**src/rtl/pipeline_ctrl.sv**
```systemverilog
// pipeline_ctrl: stall/flush sequencer for the 5-stage MIPS pipeline.
// Merges data-memory wait, multi-cycle divide, load-use and taken-branch
// hazards into per-stage register enables and bubble-insert flushes.
// Every control output is combinational from the current state plus
// this cycle's hazard inputs. Only the state, the divide counter and the
// stall counter are registered.
module pipeline_ctrl #(
   parameter int DIV_CYCLES = 32
) (
   input  logic        clk,
   input  logic        reset,
   input  logic        idExMemRead,
   input  logic [4:0]  idExRegWriteAddr,
   input  logic [4:0]  ifIdRs,
   input  logic [4:0]  ifIdRt,
   input  logic        ifIdUsesRt,
   input  logic        branchTaken,
   input  logic        divStart,
   input  logic        memReq,
   input  logic        memReady,
   output logic        pcWrite,
   output logic        ifIdWrite,
   output logic        idExWrite,
   output logic        exMemWrite,
   output logic        memWbWrite,
   output logic        ifIdFlush,
   output logic        idExFlush,
   output logic        exMemFlush,
   output logic        divBusy,
   output logic        divDone,
   output logic [31:0] stallCycles,
   output logic [1:0]  dbgState
);

   localparam int CW = $clog2(DIV_CYCLES);
   localparam logic [CW-1:0] DIV_LOAD = CW'(DIV_CYCLES - 1);

   localparam logic [1:0] RUN = 2'd0;
   localparam logic [1:0] DIV = 2'd1;
   localparam logic [1:0] MEM = 2'd2;

   logic [1:0]    state, stateNext;
   logic [CW-1:0] divCount, divCountNext;
   logic          loadUse;
   logic          allowDiv;   // divide start may be taken this cycle
   logic          allowHaz;   // load-use / branch rules may be applied this cycle

   // $zero is never a real producer, so it can never cause a load-use stall.
   assign loadUse = idExMemRead && (idExRegWriteAddr != 5'd0) &&
                    ((idExRegWriteAddr == ifIdRs) ||
                     (ifIdUsesRt && (idExRegWriteAddr == ifIdRt)));

   assign divBusy  = !reset && (state == DIV);
   assign divDone  = !reset && (state == DIV) && (divCount == '0);
   assign dbgState = state;

   // Hazard merge: pick the state-specific hold first, then fall through the
   // lower-priority rules that this state still honours.
   always_comb begin
      pcWrite      = 1'b1;
      ifIdWrite    = 1'b1;
      idExWrite    = 1'b1;
      exMemWrite   = 1'b1;
      memWbWrite   = 1'b1;
      ifIdFlush    = 1'b0;
      idExFlush    = 1'b0;
      exMemFlush   = 1'b0;
      stateNext    = state;
      divCountNext = divCount;
      allowDiv     = 1'b0;
      allowHaz     = 1'b0;

      if (reset) begin
         pcWrite    = 1'b0;
         ifIdWrite  = 1'b0;
         idExWrite  = 1'b0;
         exMemWrite = 1'b0;
         memWbWrite = 1'b0;
         stateNext  = RUN;
      end else begin
         case (state)
            RUN: begin
               if (memReq && !memReady) begin
                  pcWrite    = 1'b0;
                  ifIdWrite  = 1'b0;
                  idExWrite  = 1'b0;
                  exMemWrite = 1'b0;
                  memWbWrite = 1'b0;
                  stateNext  = MEM;
               end else begin
                  allowDiv = 1'b1;
                  allowHaz = 1'b1;
               end
            end
            MEM: begin
               if (!memReady) begin
                  pcWrite    = 1'b0;
                  ifIdWrite  = 1'b0;
                  idExWrite  = 1'b0;
                  exMemWrite = 1'b0;
                  memWbWrite = 1'b0;
               end else begin
                  // Release in the same cycle; a pending divide is taken here.
                  stateNext = RUN;
                  allowDiv  = 1'b1;
                  allowHaz  = 1'b1;
               end
            end
            DIV: begin
               if (divCount != '0) begin
                  // EX stays frozen; a bubble trails into EX/MEM while older
                  // instructions drain through MEM/WB.
                  pcWrite      = 1'b0;
                  ifIdWrite    = 1'b0;
                  idExWrite    = 1'b0;
                  exMemFlush   = 1'b1;
                  divCountNext = divCount - CW'(1);
               end else begin
                  // Release: the quotient moves into EX/MEM this cycle.
                  stateNext = RUN;
                  allowHaz  = 1'b1;
               end
            end
            default: begin
               stateNext = RUN;
            end
         endcase

         if (allowDiv && divStart) begin
            pcWrite      = 1'b0;
            ifIdWrite    = 1'b0;
            idExWrite    = 1'b0;
            exMemFlush   = 1'b1;
            divCountNext = DIV_LOAD;
            stateNext    = DIV;
         end else if (allowHaz && loadUse) begin
            // One bubble; a taken branch in ID re-resolves next cycle.
            pcWrite   = 1'b0;
            ifIdWrite = 1'b0;
            idExFlush = 1'b1;
         end else if (allowHaz && branchTaken) begin
            ifIdFlush = 1'b1;
         end
      end
   end

   // State and divide counter; reset aborts any divide or memory wait.
   always_ff @(posedge clk or posedge reset) begin
      if (reset) begin
         state    <= RUN;
         divCount <= '0;
      end else begin
         state    <= stateNext;
         divCount <= divCountNext;
      end
   end

   // Saturating count of cycles in which the PC was held.
   always_ff @(posedge clk or posedge reset) begin
      if (reset) begin
         stallCycles <= 32'd0;
      end else if (!pcWrite && (stallCycles != 32'hFFFF_FFFF)) begin
         stallCycles <= stallCycles + 32'd1;
      end
   end

endmodule

```
**config.mk**
```make
export PLATFORM = sky130hd
export DESIGN_NAME = pipeline_ctrl
export DESIGN_NICKNAME = d
export VERILOG_FILES = /design/src/rtl/pipeline_ctrl.sv
export SDC_FILE = /design/constraint.sdc
export NUM_CORES = 1
export LEC_CHECK = 0
export ABC_AREA = 1
export BUFFER_PORTS_ARGS = -buffer_cell sky130_fd_sc_hd__buf_2
export CORE_ASPECT_RATIO = 0.7
export CORE_MARGIN = 2
export CORE_UTILIZATION = 54
export DETAILED_ROUTE_END_ITERATION = 10
export PLACE_DENSITY = 0.9
export SLEW_MARGIN = 20
export SYNTH_ARGS = -nofsm -noshare
export SYNTH_HDL_FRONTEND = slang
export SYNTH_SLANG_ARGS = --single-unit
```
**constraint.sdc**
```tcl
create_clock -name clk -period 2.4 [get_ports clk]
set_input_delay 0.12 -clock clk [delete_from_list [all_inputs] [get_ports clk]]
set_output_delay 0.12 -clock clk [all_outputs]
set_load 0.05 [all_outputs]
```
==> results_dict.tcl <==
set metrics [dict create \
    rr_endpoint "stallCycles[4]" \
    synth.top_cell.area_share 0.340 \
    gp_congestion 0.978 \
    final_hold_viol_count 0 \
    worst_pin_slew_ps 524 \
    busiest_layer "met2" \
    cp-end-kind "flip-flop" \
    synth_top_flop_cell "dfrtp_1" \
    reg2reg_slack_ps 190 \
    clock-sinks 39 \
    maxCapViolCount 0 \
    synth.top_cells.by_count "201 x nand2_1, 63 x nor2_1, 41 x nand3_1" \
    synth_edf_count 0 \
    die_area_sq_um 5920 \
    critical_path_required_ps 2640 \
    wl_um 7740 \
    dp_hpwl_um 6000 \
    rsz0062_at_grt "false" \
    slew_headroom 0.648 \
    place_area_sq_um 3250 \
    post_cts_buffers 0 \
    route.detailed.drc 0 \
    met2_usage 0.429 \
    ff2ff_path_depth 9 \
    fin_hold_ws_ps 37.7 \
    grt_max_degree 41 \
    layout_min_cycle_time_ps 2210 \
    setup_violations 0 \
    drtPass1Iterations 5 \
    antenna_found_initial 0 \
    grt_pass1_vias 2868 \
    power.density_cell_area_nw_per_um2 657 \
    cp-startpoint "stallCycles[0]" \
    ys_ff_latch 39 \
    clkSlewWorstSetupHoldPaths_ps 80 \
    worstPathArrival_ps 2450 \
    fin_cells 588 \
    core_sq_um 5170 \
    fin_util 0.655 \
    irDropWorstVdd_uv 421 \
    layout-drive-gt1-share 0.182 \
    portBuffers 66 \
    cts_tree "yes" \
    period_share 0.921 \
    area_growth_pct 18.2 \
    endpoint "stallCycles[4]" \
    yosys_warnings 0 \
    power_mw 2.23 \
    cp_max_fo 32 \
    ios 67 \
    initial_utilization 0.554 \
    fp.dieW_um 91.1 \
    grtUsageTotal 0.279 \
    grt_pass1_wl_um 13300 \
    postRouteAntennaNets 0 \
    cts_buffers 5 \
    clock_latency_ps 290 \
    wl_per_cell_um 13.2 \
    synth.largest_area_cell "dfrtp_1" \
    yosys-top-cells-area "dfrtp_1 34%, nand2_1 26%, nor2_1 8.2%" \
    gr-total-overflow 0 \
    fmax_mhz 452 \
    status "complete, no violations" \
    cts_root_buffer "clkbuf_8" \
    syn-num-nets 476 \
    p_leak_nw 1.85 \
    start_kind "flip-flop" \
    antennaDiodeCount 0 \
    cts_buffer_depth 2 \
    synth_cell_types 26 \
    avgSynthCellArea_sq_um 6.37 \
    netlist_area_sq_um 2870 \
    fp.dieH_um 65.0 \
    ys_seq_area_frac 0.340 \
    r2r_start "stallCycles[0]" \
    drtIter0Drc 265 \
    skew_ps 3.68 \
    hold_class "input pin to asynchronous set/reset pin" \
    use_met1 0.411 \
    htree_levels 2 \
    num_rows 22 \
    vias 3054 \
    slew_viol_final 0 \
    hold_buffers 0 \
    yosysMostFrequentCell "nand2_1" \
    dp_cells 580 \
    layout.nets 541 \
    final_area_sq_um 3390 \
    crit_type "flip-flop to flip-flop" \
    use_met3 0.0488 \
    via_per_inst 5.19 \
    synthArstFlopShare 1.00 \
    syn_inst 450 \
]
## final cells by class
| cell class | count | area (sq um) |
|---|---|---|
| Multi-Input combinational cell | 368 | 1710 |
| Clock buffer | 5 | 68.8 |
| Timing Repair Buffer | 69 | 353 |
| Sequential cell | 39 | 977 |
| Clock inverter | 3 | 67.6 |
| Fill cell | 489 | 1780 |
| Tap cell | 72 | 90.1 |
| Inverter | 32 | 124 |
## cells by family (layout without fill, tap and decap cells)
family	Yosys count	count (layout)	synth area share
xor+xnor	17	17	0.0519
simple gates	336	336	0.502
compound gates	12	12	0.0231
buf+inv	43	109	0.0694
fa+ha+maj	3	3	0.0131
flops	39	39	0.340
## per-layer routing
layer,routed length [um],up-vias,share of wire
met2,3400,95,0.44
met3,507,11,0.066
met1,3760,1413,0.49
met4,74,0,0.0096
li1,-,1535,-
met5,0,-,0
## sequential cells by signal (all words and copies together) (netlist names)
register	count
stallCycles	32
divCount	5
dbgState	2
## per-stage QoR
step / setup TNS (ps) / setup slack [ps]
after floorplan: -14.6 / -14.6
after global placement: 0 / 371
after detailed placement: 0 / 244
after CTS: 0 / 174
after global routing: 0 / 0.946
final: 0 / 189
## what timing repair did
item,4_1_cts,5_1_grt
setup endpoints to repair,0,3
resized for setup,0,1
hold endpoints to repair,0,0
## worst min-delay path by stage
stage | start | cells past startpoint | endpoint
after detailed placement | reset | 3 | dbgState[0]
after global placement | reset | 3 | dbgState[0]
after CTS | reset | 3 | dbgState[0]
after floorplan | reset | 1 | dbgState[0]
after global routing | reset | 3 | stallCycles[17]
final | reset | 3 | divCount[4]
## placed cells by master (no fill, tap or decap), types with 4 or more instances in the layout
cell / instances
clkbuf_8: 5
xor2_1: 12
nand3b_1: 12
dfrtp_1: 38
o21ai_0: 7
inv_1: 30
buf_2: 66
nand3_1: 41
nand2_1: 201
nand4_1: 4
xnor2_1: 5
nor2_1: 62
## power by group
| part | switching, mW | leakage, nW | internal (mW) |
|---|---|---|---|
| logic | 0.521 | 1.27 | 0.198 |
| clock network | 0.248 | 0.0644 | 0.415 |
| registers | 0.104 | 0.519 | 0.740 |
## critical path, stage by stage, from the launching register on
cell	delay [ps]
dfrtp_1	460
ha_1	300
inv_2	100
nor2_8	160
nand2_2	100
nor2_4	160
nand4_4	260
nand2_4	400
nand2_1	110
nand2_1	70
Power figures use the tool's default switching activity.
